File: config.mk
export PLATFORM = sky130hd
export DESIGN_NAME = csr_regs
export DESIGN_NICKNAME = d
export VERILOG_FILES = /design/src/rtl/csr_regs_pkg.sv /design/src/rtl/csr_cycle_counter.sv /design/src/rtl/csr_regs.sv
export SDC_FILE = /design/constraint.sdc
export NUM_CORES = 1
export LEC_CHECK = 0
export BUFFER_PORTS_ARGS = -buffer_cell sky130_fd_sc_hd__buf_4
export CAP_MARGIN = 10
export CELL_PAD_IN_SITES_DETAIL_PLACEMENT = 1
export CELL_PAD_IN_SITES_GLOBAL_PLACEMENT = 2
export CORE_MARGIN = 2
export CORE_UTILIZATION = 30
export CTS_BUF_LIST = sky130_fd_sc_hd__clkbuf_4 sky130_fd_sc_hd__clkbuf_8
export CTS_CLUSTER_DIAMETER = 100
export DETAILED_ROUTE_END_ITERATION = 8
export GPL_ROUTABILITY_DRIVEN = 0
export GPL_TIMING_DRIVEN = 0
export PLACE_DENSITY_LB_ADDON = 0.25
export REMOVE_ABC_BUFFERS = 1
export SLEW_MARGIN = 20
export SYNTH_ARGS = -nofsm -noshare
export SYNTH_HDL_FRONTEND = slang
export SYNTH_SLANG_ARGS = --single-unit
File: constraint.sdc
create_clock -name clk -period 4.95 [get_ports clk]
set_input_delay 0.99 -clock clk [delete_from_list [all_inputs] [get_ports clk]]
set_output_delay 0.99 -clock clk [all_outputs]
set_load 0.02 [all_outputs]
File: src/rtl/csr_regs_pkg.sv
// Shared machine-mode CSR definitions: addresses, mstatus field masks and reset
// values, plus helpers describing which addresses accept writes and how write
// data is masked before it lands in a register.
package csr_regs_pkg;

    localparam logic [11:0] INST_CSR_MSTATUS  = 12'h300;
    localparam logic [11:0] INST_CSR_MISA     = 12'h301;
    localparam logic [11:0] INST_CSR_MIE      = 12'h304;
    localparam logic [11:0] INST_CSR_MTVEC    = 12'h305;
    localparam logic [11:0] INST_CSR_MSCRATCH = 12'h340;
    localparam logic [11:0] INST_CSR_MEPC     = 12'h341;
    localparam logic [11:0] INST_CSR_MCAUSE   = 12'h342;
    localparam logic [11:0] INST_CSR_MCYCLE   = 12'hB00;
    localparam logic [11:0] INST_CSR_CYCLE    = 12'hC00;
    localparam logic [11:0] INST_CSR_MHARTID  = 12'hF14;

    // Only MIE (bit 3) and MPIE (bit 7) are software-visible state.
    localparam logic [63:0] MSTATUS_WMASK = 64'h0000_0000_0000_0088;
    // MPP is hardwired to machine mode.
    localparam logic [63:0] MSTATUS_MPP   = 64'h0000_0000_0000_1800;
    localparam logic [63:0] MSTATUS_RESET = 64'h0000_0000_0000_1800;
    localparam int unsigned MSTATUS_MIE_BIT = 3;

    // True for addresses whose register can be written.
    function automatic logic csr_writable(input logic [11:0] addr);
        case (addr)
            INST_CSR_MSTATUS, INST_CSR_MIE, INST_CSR_MTVEC, INST_CSR_MSCRATCH,
            INST_CSR_MEPC, INST_CSR_MCAUSE, INST_CSR_MCYCLE: return 1'b1;
            default: return 1'b0;
        endcase
    endfunction

    // Value the register will hold after a write of data to addr.
    function automatic logic [63:0] csr_wmask(input logic [11:0] addr,
                                              input logic [63:0] data);
        case (addr)
            INST_CSR_MSTATUS: return (data & MSTATUS_WMASK) | MSTATUS_MPP;
            INST_CSR_MTVEC,
            INST_CSR_MEPC:    return {data[63:2], 2'b00};
            default:          return data;
        endcase
    endfunction

endpackage

File: src/rtl/csr_cycle_counter.sv
// 64-bit free-running cycle counter with synchronous load.
//   clk, rst     : clock, synchronous active-high reset (clears to 0)
//   en_i         : load load_val_i this edge instead of incrementing
//   load_val_i   : value to load
//   count_o      : current counter value (wraps naturally at 2^64)
module csr_cycle_counter (
    input  logic        clk,
    input  logic        rst,
    input  logic        en_i,
    input  logic [63:0] load_val_i,
    output logic [63:0] count_o
);

    logic [63:0] count_q, count_d;

    always_comb begin
        count_d = en_i ? load_val_i : count_q + 64'd1;
    end

    always_ff @(posedge clk) begin
        if (rst) begin
            count_q <= '0;
        end else begin
            count_q <= count_d;
        end
    end

    assign count_o = count_q;

endmodule

File: src/rtl/csr_regs.sv
// Machine-mode CSR register file. Serves ex reads/writes and clint trap/mret
// writes; exports mtvec/mepc/mstatus and the global interrupt enable to clint.
//   clk, rst                          : clock, synchronous active-high reset
//   we_i/waddr_i/wdata_i              : ex write port
//   raddr_i/rdata_o                   : ex combinational read port
//   clint_we_i/clint_waddr_i/_wdata_i : clint write port (wins over ex)
//   clint_raddr_i/clint_rdata_o       : clint combinational read port
//   csr_mtvec_o/csr_mepc_o/csr_mstatus_o, global_int_en_o : register contents
// Only address bits [11:0] are decoded.
module csr_regs
    import csr_regs_pkg::*;
#(
    parameter logic [63:0] MHARTID    = 64'd0,
    parameter logic [63:0] MISA_VALUE = 64'h8000_0000_0000_0100
) (
    input  logic        clk,
    input  logic        rst,
    input  logic        we_i,
    input  logic [63:0] waddr_i,
    input  logic [63:0] wdata_i,
    input  logic [63:0] raddr_i,
    output logic [63:0] rdata_o,
    input  logic        clint_we_i,
    input  logic [63:0] clint_waddr_i,
    input  logic [63:0] clint_wdata_i,
    input  logic [63:0] clint_raddr_i,
    output logic [63:0] clint_rdata_o,
    output logic [63:0] csr_mtvec_o,
    output logic [63:0] csr_mepc_o,
    output logic [63:0] csr_mstatus_o,
    output logic        global_int_en_o
);

    logic [63:0] mstatus_q, mie_q, mtvec_q, mscratch_q, mepc_q, mcause_q;
    logic [63:0] mcycle;

    logic        w_en;
    logic [11:0] w_addr;
    logic [63:0] w_data;
    logic [63:0] w_data_m;
    logic        w_hit;

    logic [11:0] rd_addr [2];
    logic [63:0] rd_data [2];

    logic unused_addr_bits;
    assign unused_addr_bits = ^{waddr_i[63:12], clint_waddr_i[63:12],
                                raddr_i[63:12], clint_raddr_i[63:12]};

    // clint writes win: the pipeline is stalled then, so a same-cycle ex write is stale.
    always_comb begin
        w_en   = 1'b0;
        w_addr = '0;
        w_data = '0;
        if (clint_we_i) begin
            w_en   = 1'b1;
            w_addr = clint_waddr_i[11:0];
            w_data = clint_wdata_i;
        end else if (we_i) begin
            w_en   = 1'b1;
            w_addr = waddr_i[11:0];
            w_data = wdata_i;
        end
    end

    assign w_data_m = csr_wmask(w_addr, w_data);
    assign w_hit    = w_en && csr_writable(w_addr);

    always_ff @(posedge clk) begin
        if (rst) begin
            mstatus_q  <= MSTATUS_RESET;
            mie_q      <= '0;
            mtvec_q    <= '0;
            mscratch_q <= '0;
            mepc_q     <= '0;
            mcause_q   <= '0;
        end else if (w_hit) begin
            case (w_addr)
                INST_CSR_MSTATUS:  mstatus_q  <= w_data_m;
                INST_CSR_MIE:      mie_q      <= w_data_m;
                INST_CSR_MTVEC:    mtvec_q    <= w_data_m;
                INST_CSR_MSCRATCH: mscratch_q <= w_data_m;
                INST_CSR_MEPC:     mepc_q     <= w_data_m;
                INST_CSR_MCAUSE:   mcause_q   <= w_data_m;
                default: ;
            endcase
        end
    end

    csr_cycle_counter u_cycle_counter (
        .clk        (clk),
        .rst        (rst),
        .en_i       (w_hit && (w_addr == INST_CSR_MCYCLE)),
        .load_val_i (w_data_m),
        .count_o    (mcycle)
    );

    assign rd_addr[0] = raddr_i[11:0];
    assign rd_addr[1] = clint_raddr_i[11:0];

    // Both read ports see the winning write in the same cycle it is issued.
    always_comb begin
        for (int p = 0; p < 2; p++) begin
            rd_data[p] = '0;
            case (rd_addr[p])
                INST_CSR_MSTATUS:  rd_data[p] = mstatus_q;
                INST_CSR_MISA:     rd_data[p] = MISA_VALUE;
                INST_CSR_MIE:      rd_data[p] = mie_q;
                INST_CSR_MTVEC:    rd_data[p] = mtvec_q;
                INST_CSR_MSCRATCH: rd_data[p] = mscratch_q;
                INST_CSR_MEPC:     rd_data[p] = mepc_q;
                INST_CSR_MCAUSE:   rd_data[p] = mcause_q;
                INST_CSR_MCYCLE,
                INST_CSR_CYCLE:    rd_data[p] = mcycle;
                INST_CSR_MHARTID:  rd_data[p] = MHARTID;
                default:           rd_data[p] = '0;
            endcase
            if (w_hit && (w_addr == rd_addr[p])) begin
                rd_data[p] = w_data_m;
            end
        end
    end

    assign rdata_o         = rd_data[0];
    assign clint_rdata_o   = rd_data[1];
    assign csr_mtvec_o     = mtvec_q;
    assign csr_mepc_o      = mepc_q;
    assign csr_mstatus_o   = mstatus_q;
    assign global_int_en_o = mstatus_q[MSTATUS_MIE_BIT];

endmodule

# Word level (Yosys, flattened, before mapping)
# Index checks and enable logic that the tools add are counted.
# Widths: inputs -> output; s select.
# word_totals
ff_bits,448
in_bits,388
output_inout_bits,321
elab_cells,62
# op_classes
n_addsub,1
n_eq_ne,27
mux,13
reduce_logical,14
# op_table
operator,n
$pmux 64 s8,2
$mux 64,5
$eq 12x10->1 const B,20
$pmux 64 s2,1
$add 64x1->64 const B,1
$eq 12x12->1 const B,5
$eq 12x12->1,2
$mux 12,2
$reduce_and 2->1,6
$reduce_or 7->1,1
$reduce_or 2->1,3
$logic_and 1x1->1,4
$mux 1,3

# Logic depth before layout (Yosys ltp)
# Gate-level depths: netlist of run 1.
# depth
depth_word,8
mapped_depth,12
depth_no_buf,7

# Modules after synthesis
# Synthesis of run 1 repeated with hierarchy kept, for this count alone.
# unflattened
cells_unflattened,3293
area_unflattened_um2,25804.7
# modules_own_cells
mod,instances,cells_each,area_per_inst_um2
csr_regs,1,2823,22036.1
csr_cycle_counter,1,470,3768.6

# Least setup slack after synthesis of run 1
# OpenSTA, ideal clock, no wires.
# synth_path
path_type,input -> output
from,in clint_waddr_i[5]
to,out rdata_o[10]
arrival_ns,3.394
required_time_ns,3.960
slack_ns,0.566
path_stages,8
path_cell_list,nor4b_1 > a22oi_1 > nor4_2 > a21oi_1 > a211oi_1 > buf_2 > buf_2 > mux2i_1
# synth_between
elab_chain_cells,7
word_cells_on_any_way,16
# synth_rtl
item,line,text
"start, declared",csr_regs.sv:24,"input logic [63:0] clint_waddr_i,"
$mux 12 (*),csr_regs.sv:55,if (clint_we_i) begin
"$eq 12x12->1, or another cell as far along",csr_regs_pkg.sv:26,case (addr)
$reduce_or 7->1,csr_regs_pkg.sv:26,
$mux 1,csr_regs_pkg.sv:26,
$logic_and 1x1->1,csr_regs.sv:67,assign w_hit = w_en && csr_writable(w_addr);
$logic_and 1x1->1,csr_regs.sv:118,if (w_hit && (w_addr == rd_addr[p])) begin
$mux 64 (*),csr_regs.sv:118,
"end, declared",csr_regs.sv:22,"output logic [63:0] rdata_o,"
# Every way passes the cells marked *; elsewhere a longest branch is shown, timed or not.

# Worst setup path in the final report of run 1
# layout_path
from,in clint_we_i
to,out clint_rdata_o[28]
# layout_between
elab_chain_cells,7
word_cells_on_any_way,18
# layout_rtl
item,line,text
"start, declared",csr_regs.sv:23,"input logic clint_we_i,"
$mux 12,csr_regs.sv:55,
"$eq 12x12->1, or another cell as far along",csr_regs_pkg.sv:26,
$reduce_or 7->1,csr_regs_pkg.sv:26,
$mux 1,csr_regs_pkg.sv:26,
$logic_and 1x1->1,csr_regs.sv:67,
$logic_and 1x1->1,csr_regs.sv:118,
$mux 64 (*),csr_regs.sv:118,
"end, declared",csr_regs.sv:27,"output logic [63:0] clint_rdata_o,"
# Marked as above.

==> impl_summary.md, run 1 <==
Status
The flow ran to the end, and the final reports show no timing, DRC or antenna violations.

Global route
The sum of overflow across all layers after global routing is 0. The number of antenna violations at the first check in global routing is 7. Global routing consumed, on the met1 layer, 42.2% of the routing resources. The number of global-route vias before repair is 30,800.

Global routing used 33.9% of the available tracks. The layer flagged by global routing as most heavily used is met2. The global-route wire length before repair is 216,000 um. The largest net degree at the start of global routing is 115. The global-route met2 utilization is 54.8%.

The met3 usage in global routing is 7.37%.

STA
The tightest hold path in the finished design has a slack of 0.471 ns. Setup repair after global routing left no endpoint under its margin. Of the available clock period, the critical path in the final layout requires 98.7%.

For the final routed database, the setup TNS stands at 0 ns. The worst-case clock skew is 0.0321 ns. The worst pin sits at a relative slew slack of 34.4%.

Based on the critical path, the design can be clocked at up to 205 MHz. The final critical delay including setup and external delays is 4.89 ns. The number of hold-slack violations in the final timing report is 0. At the pin with the least slew margin, the transition time is 0.976 ns. The max-slew violation count came to 0. Setup violations remaining at the end of the flow were counted as 0.

Setup path
The launch instance of the worst register-to-register path is u_cycle_counter.count_o[0]$_SDFF_PP0_. Data arrives at the worst endpoint at 3.90 ns. For the worst setup path, the data required time is 3.96 ns. The number of cells on the worst reg-to-reg path is 7. The reg-to-reg setup timing slack is 1.40 ns. STA classifies the critical path startpoint as an input pin. In this run the worst path has a maximum fanout of 27. In this run the critical register-to-register path is captured at u_cycle_counter.count_o[52]$_SDFF_PP0_. The worst setup path is captured at an output port. The class of the most critical setup path is input pin to output port.

Hold path
Counting instances, the worst hold path has a depth of 2. The type of the tightest min-delay check is register to register. The capture endpoint of the worst hold path is mscratch_q[56]$_SDFFE_PP0P_.

The startpoint identified for the worst hold timing path is mscratch_q[56]$_SDFFE_PP0P_.

Die
In this run the horizontal extent of the chip is 292 um. The number of standard-cell rows in the floorplan is 105. The die covers 0.0852 mm2. The number of I/O pins is 709. The die extent in y is 292 um. The initial utilization of the core area, before any placement, comes to 30.3%. The core footprint is 0.0821 mm2.

Job
The total of max-cap violations is 0.

Placed design
The total instance count after detailed placement is 4,585. After legalization and detailed placement, the total HPWL measured 105,000 um. The number of port buffers is 500.

Power
The power density over the cells is 249 mW/mm2. The switching portion of total power is 26.4%. The internal power of the cells totals 6.18 mW.

Of the total power, the clock network draws 48.8%. Per report_power, the sequential group accounts for 43.1% of the total. The maximum vdd ir drop is 0.126 mV.

The logic gate share of total power is 8.1%. The switching power summed over all nets is 2.21 mW. Overall power consumption after layout is estimated at 8.39 mW. The total leakage power is 11.8 nW.

Clock network
In this run, CTS created clock tree buffers numbering 88. The CTS tree is yes. The H-tree depth reported by CTS is 3. The clock-pin slew of the registers on the worst-case setup and hold paths is 0.05 ns. Counting every sink on the clock net gives 448. At the later pin of the worst-skew pair, clock insertion delay measures 0.70 ns. No sink is reached through more buffers than the 3 on the longest clock path. In this run the clock root is driven by a clkbuf_8.

Yosys
After synthesis, the share of flip-flops with an asynchronous set or reset is 0%. The sequential-to-total area share from yosys stat is 36.1%. The flop and latch count out of synthesis is 448. Yosys printed 0 warnings. The post-synthesis cell count is 3,153.

The top cell type by total area after synthesis is dfxtp_1. The most instantiated flip-flop cell in the synthesis netlist is dfxtp_1. The cell area that synthesis handed to floorplanning was 0.0249 mm2. Yosys mapped a number of flops with a built-in enable equal to 0. Averaged over all synthesized cells, the footprint is 7.88 um2. The number of distinct standard cells referenced by the synthesized netlist is 65. The share of the synthesized area in the top cell type is 36.1%.

In the post-synthesis netlist, the biggest area contributors are dfxtp_1 36%, nand2_1 9.7%, a21oi_1 8.1%.

Layout
Of the cells placed in the final design, the portion with a size suffix greater than 1 is 27.8%. In the final design database the tool counted 4,025 nets. The area growth from synthesis to layout is 35.3%. The final instance count without filler cells is 4,774. Once layout is complete, the utilization of the core stands at 41.0%.

Drt
The number of DRC markers after the initial detailed-route iteration is 3,594. The number of vias after detailed routing is 30,300. The count of nets left with antenna violations once routing finished came out at 0. For this run, design rule violations remaining after detail routing come to 0. Using the TritonRoute via totals, the vias-per-cell ratio works out to 6.35. The average wire per cell in the routed design is 31.5 um. The wire length after detailed routing is 151,000 um.

For this run, the detailed router's first-pass iteration total came to 7.
through the flow:
step,setup slack (ns),cell area (um2)
3_5_place_dp,-1.92,31300
6_report,0.0638,33600
2_1_floorplan,-7.76,23600
4_1_cts,-0.00760,33500
5_1_grt,0.00668,33600
3_3_place_gp,-23.37,28700
area by class of cell:
cell class / count / area (um2)
clock buffer: 146 / 1800
clock inverter: 8 / 73.8
sequential: 448 / 8970
tap: 1070 / 1340
inverter: 37 / 139
antenna: 4 / 10.0
timing repair buffer: 714 / 6390
multi-input combinational: 2347 / 14900
fill: 9705 / 48500
repair_timing:
item,CTS,global route
setup endpoints to repair,128,80
buffers inserted,19,7
cloned,4,1
pin swaps,13,3
hold buffers,0,0
gates resized for setup,28,8
cell usage in the layout (no fill, tap or decap), types with 22 or more instances in the layout:
cell        n
buf_4     610
xnor2_1    56
mux2_2     65
o22ai_1    59
clkbuf_4   33
inv_1      37
a211oi_1   76
clkbuf_8  113
and2_1     62
a22oi_1   248
nand3_1    30
buf_12     22
a222oi_1  109
nand2_1   643
a22o_1     85
mux2i_1    57
dfxtp_1   448
nor2_1    101
a221oi_1   30
o221ai_1   50
and3_1     23
buf_16     23
buf_6      45
nor3_1     22
a21oi_1   401
kinds of logic after synthesis:
group | count (synthesis) | synth area share (%)
buf+inv | 361 | 5.75
flops | 448 | 36.1
mux | 125 | 5.37
fa+ha+maj | 1 | 0.0503
xor+xnor | 68 | 2.40
simple gates | 1017 | 18.5
compound gates | 1133 | 31.9
synthesized netlist by cell type, types with 4 or more instances:
| library cell | n |
|---|---|
| a21boi_0 | 10 |
| nor3_1 | 28 |
| mux2_2 | 65 |
| nor2_1 | 106 |
| nand2b_1 | 4 |
| inv_1 | 37 |
| a22oi_1 | 249 |
| nand3_1 | 36 |
| buf_4 | 10 |
| nand4_1 | 18 |
| buf_1 | 15 |
| clkbuf_1 | 280 |
| xnor2_1 | 56 |
| nor3b_1 | 10 |
| o32ai_1 | 4 |
| a211oi_1 | 78 |
| a221oi_1 | 32 |
| nand3b_1 | 14 |
| and2_1 | 65 |
| and3_1 | 27 |
| nor3_2 | 4 |
| nor4_1 | 14 |
| buf_2 | 17 |
| o221ai_1 | 50 |
| or4_1 | 6 |
| or3_1 | 4 |
| o22ai_1 | 59 |
| a222oi_1 | 109 |
| a21oi_1 | 403 |
| dfxtp_1 | 448 |
| xor2_1 | 12 |
| o22a_1 | 9 |
| or2_2 | 7 |
| o21ai_0 | 23 |
| nand2_1 | 645 |
| a22o_1 | 87 |
| mux2i_1 | 58 |
flip-flops by register name, indices dropped and copies added (netlist names):
register	flops
csr_mstatus_o	64
u_cycle_counter.count_o	64
mscratch_q	64
csr_mepc_o	64
csr_mtvec_o	64
mcause_q	64
mie_q	64
metal layers:
metal  vias to the layer above  share of wire, %
li1                      12700                 -
met1                     15100                39
met2                      1968                45
met3                       536               9.5
met4                         4               5.8
met5                         -             0.018
worst max-delay path, stage by stage:
cell	delay [ns]
buf_16	0.14
nor2_1	0.28
a31oi_1	0.29
nor3_2	0.32
a31oi_2	0.27
a211oi_4	0.28
buf_4	0.19
buf_6	0.19
buf_8	0.18
buf_8	0.16
mux2_2	0.36
buf_4	0.16
how the worst max path moves through the flow:
stage	from	end	slack (ns)	cells after the start
2_1_floorplan	we_i	rdata_o[10]	-7.76	6
3_3_place_gp	clint_we_i	clint_rdata_o[16]	-23.37	8
3_5_place_dp	clint_we_i	rdata_o[20]	-1.92	12
4_1_cts	clint_we_i	clint_rdata_o[28]	-0.008	12
5_1_grt	clint_we_i	clint_rdata_o[28]	0.007	12
6_report	clint_we_i	clint_rdata_o[28]	0.06	12
power by group through the flow:
stage / clock network, mW / logic, mW / registers [mW]
after global placement: 0 / 0.547 / 3.69
after floorplan: 0 / 0.206 / 3.69
final: 4.09 / 0.684 / 3.62
after CTS: 4.15 / 0.657 / 3.62
after global routing: 4.30 / 0.712 / 3.61
after detailed placement: 0 / 0.628 / 3.69
No activity file was read; power rests on OpenSTA's default activity.
==> inputs of run 2 (changes only) <==
--- a/config.mk
+++ b/config.mk
@@ -9,6 +9,7 @@
 export CAP_MARGIN = 10
 export CELL_PAD_IN_SITES_DETAIL_PLACEMENT = 1
 export CELL_PAD_IN_SITES_GLOBAL_PLACEMENT = 2
+export CORE_ASPECT_RATIO = 0.9
 export CORE_MARGIN = 2
 export CORE_UTILIZATION = 30
 export CTS_BUF_LIST = sky130_fd_sc_hd__clkbuf_4 sky130_fd_sc_hd__clkbuf_8
==> constraint.sdc (replaced) <==
create_clock -name clk -period 4.9 [get_ports clk]
set_input_delay 0.98 -clock clk [delete_from_list [all_inputs] [get_ports clk]]
set_output_delay 0.98 -clock clk [all_outputs]
set_load 0.02 [all_outputs]
==> run 2 against run 1 <==
Flip-flop and latch count stayed put. Clock power increased by 2%. First-iteration DRC count shrank 7.1%. Clock-buffer cell count fell by 7. Sequential share of layout area decreased by 0.18 points. Register-to-register slack got worse by 0.11 ns. Total power up 1.5%. Sequential power barely moved. Highest routed layer unchanged. Clock skew increased by 0.020 ns. Setup slack worse by 0.040 ns.
==> impl_summary.md, run 2 (synthesized netlist as in run 1, its figures left out) <==
Status
The run finished with clean final reports.

STA
The worst-case clock skew is 0.0526 ns (+0.0205 ns). The slew of the pin with the lowest slew margin is 0.940 ns (-0.0356 ns). The routed design could run at a clock period as short as 4.88 ns. The max-slew violation count is 0 (unchanged). Based on the critical path, the design can be clocked at up to 205 MHz.

The normalized max-slew margin is 36.7% (+2.4 points). The final number of setup-violating endpoints is 0 (unchanged). The minimum setup slack in the final design is 0.0237 ns (-0.0401 ns).

The number of hold-slack violations in the final timing report came to 0 (unchanged). Of the available clock period, the critical path in the final layout requires 99.5%.

Setup path
The reg-to-reg setup timing slack is 1.29 ns (-0.11 ns). Traced cell by cell, the critical path runs through buf_4 > or4_1 > nor3b_4 > buf_4 > buf_6 > a22oi_1 > o22ai_1 > a221oi_1 > mux2i_1 > buf_4. The number of cell instances on the worst register-to-register path is 7 (unchanged). The required time at the endpoint of the critical path is 3.92 ns (-0.04 ns). For this design, the slowest cell found on the critical path is or4_1. The library cell appearing most often on the critical path is buf_4. The endpoint identified for the worst register-to-register timing path is u_cycle_counter.count_o[52]$_SDFF_PP0_.

The sort of element at the end of the critical path is an output port. The critical path is of the input pin to output port type. The number of buffers and inverters on the critical path was 4 (-2).

The arrival time reported for the critical path endpoint is 3.90 ns (about the same). The kind of cell with the highest combined delay on the critical path is simple AND/OR/NAND/NOR gates. The worst setup path is launched from an input pin. The launch instance of the worst register-to-register path is u_cycle_counter.count_o[1]$_SDFF_PP0_. The number of gates on the worst path with buffers counted was 10 (-2). The largest stage delay on the critical path came to 0.63 ns (+0.27 ns). The maximum net fanout on the critical path was 7 (-74%).

Drt
In this run the top signal layer used is met5. The detailed-routing wirelength on met1 was 59,300 um (-0.12%). The met3 wire length came to 14,000 um (-2.8%). The number of antenna-violating nets in the routed design is 0 (unchanged). The number of DRC markers after the initial detailed-route iteration was 3,338 (-7.1%). The average wire per cell in the routed design is 30.9 um (-2.0%).

The number of detailed-routing iterations run before antenna repair is 9 (+2). The number of remaining DRC errors is 0 (unchanged). The number of vias per cell was 6.31 (-0.61%). The number of vias after detailed routing is 30,200 (-0.36%).

The detailed route wirelength on metal2 was 67,500 um (-0.95%). The wire length after detailed routing is 148,000 um (-1.7%).

Hold path
The path with the worst hold slack has its endpoint at mcause_q[56]$_SDFFE_PP0P_. The number of cells traversed by the worst hold path is 2 (unchanged). The hold path startpoint is mcause_q[56]$_SDFFE_PP0P_.

The type of the tightest min-delay check is register to register.

Global route
The number of antenna violations at the first check in global routing is 14 (+7). The global-route wire length before repair was 212,000 um (-1.7%). The aggregate global-route resource usage is 33.2% (-0.66 points). The sum of overflow across all layers after global routing is 0 (unchanged).

The number of global-route vias before repair is 31,000 (+0.83%). The largest net degree at the start of global routing is 96 (-17%).

Clock network
The clock network latency to the later pin of the worst-skew pair was 0.70 ns (about the same). The number of buffers added by the clock tree synthesis step is 87 (-1.1%). The maximum buffer depth of the clock tree is 3 (unchanged). The CTS tree is yes. The H-tree depth reported by CTS is 3 (unchanged). The count of hold-fix buffers inserted at cts is 0 (unchanged). The clock-pin slew of the registers on the worst-case setup and hold paths is 0.06 ns (about the same). The clock sink count is 448 (unchanged). The root buffer cell is clkbuf_8.

Die
The number of I/O pins is 709 (unchanged). The core footprint came to 0.0823 mm2 (+0.27%). The number of standard-cell rows in the floorplan is 100 (-4.8%). The x dimension of the die is 307 um (+5.3%).

The effective utilization at floorplan is 30.2% (-0.081 points). The die extent in y was 277 um (-5.1%). The overall die area is 0.0852 mm2 (about the same).

Layout
The library cell used most frequently in the layout, excluding fill and tap cells, is nand2_1. The library cells used most frequently in the layout, excluding fill and tap cells, are 643 x nand2_1, 611 x buf_4, 448 x dfxtp_1. The share of final-layout standard cells stronger than drive strength 1 is 28.2% (+0.39 points).

The area growth from synthesis to layout is 36.3%. The net count reported at finish was 4,026 (+0.025%). The end-of-flow core utilization came to 41.1% (+0.17 points).

Placed design
The half-perimeter wire length of the detailed placement result was 103,000 um (-1.9%). The worst-case setup slack after placement is -1.88 ns (+0.0385 ns). The number of port buffers is 500 (unchanged).

Power
The sum of internal, switching and leakage power came to 8.52 mW (+1.5%). The maximum vdd ir drop is 0.182 mV (+44%). The total leakage power is 11.9 nW (+0.63%). The power density over the cells came to 251 mW/mm2 (+0.83%).

Job
The total of max-cap violations is 0 (unchanged).
-- run 2: changes by cell type in the layout (fill, tap and decap cells not counted), sizes merged --
cell | before | now
clkinv | 4 | 12
diode | 4 | 10
clkbuf | 147 | 139
and2 | 68 | 67
bufbuf | 1 | 2
inv | 38 | 40
buf | 712 | 715
-- run 2: routing by layer --
layer	global-route usage [%]	up-vias
li1	-	12800
met1	42.0	15100
met2	53.3	1902
met3	7.61	460
met4	16.0	6
met5	0	-
-- run 2: final cells by class --
type	instances	area (um2)
clock inverter	18	139
antenna	10	25.0
timing repair buffer	717	6450
inverter	37	139
clock buffer	139	1780
multi-input combinational	2346	15000
sequential	448	8970
fill	9694	48500
tap	1071	1340
-- run 2: worst max path at each step --
stage	startpoint	end	slack, ns
floorplan	we_i	rdata_o[10]	-7.79
global placement	clint_we_i	clint_rdata_o[31]	-22.90
detailed placement	clint_we_i	rdata_o[31]	-1.88
CTS	clint_waddr_i[2]	clint_rdata_o[42]	0.002
global route	clint_we_i	clint_rdata_o[42]	-0.04
finish	raddr_i[5]	rdata_o[42]	0.02
-- run 2: repair_timing --
| item | CTS | global route |
|---|---|---|
| resized for setup | 45 | 24 |
| endpoints found under the setup margin | 128 | 75 |
| pin swaps | 13 | 4 |
| gates cloned | 4 | 0 |
| setup buffers | 21 | 6 |
-- run 2: worst register-to-register path, cell delays in order (launching register included) --
cell and delay (ns):
dfxtp_1 0.41, ha_1 0.34, nand3_1 0.17, or4_4 0.57
or4_2 1.09, nor4_2 0.53, xnor2_1 0.14, a221oi_2 0.23
-- run 2: power breakdown --
part	leakage [nW]	internal, mW	total [mW]	switching, mW
Clock	1.02	2.35	4.18	1.82
Combinational	7.23	0.241	0.690	0.450
Sequential	3.61	3.65	3.65	0.00551
Total	11.9	6.24	8.52	2.28
-- run 2: stage by stage --
stage | instance area (um2) | std cells | TNS, ns | hold WS [ns]
after floorplan | 23600 | 2829 | -1273.83 | 0.438
after global placement | 28700 | 4400 | -6603.48 | 0.452
after detailed placement | 31300 | 4588 | -181.09 | 0.464
after CTS | 33700 | 4770 | 0 | 0.470
after global routing | 33900 | 4779 | -0.274 | 0.493
final | 33900 | 4786 | 0 | 0.470
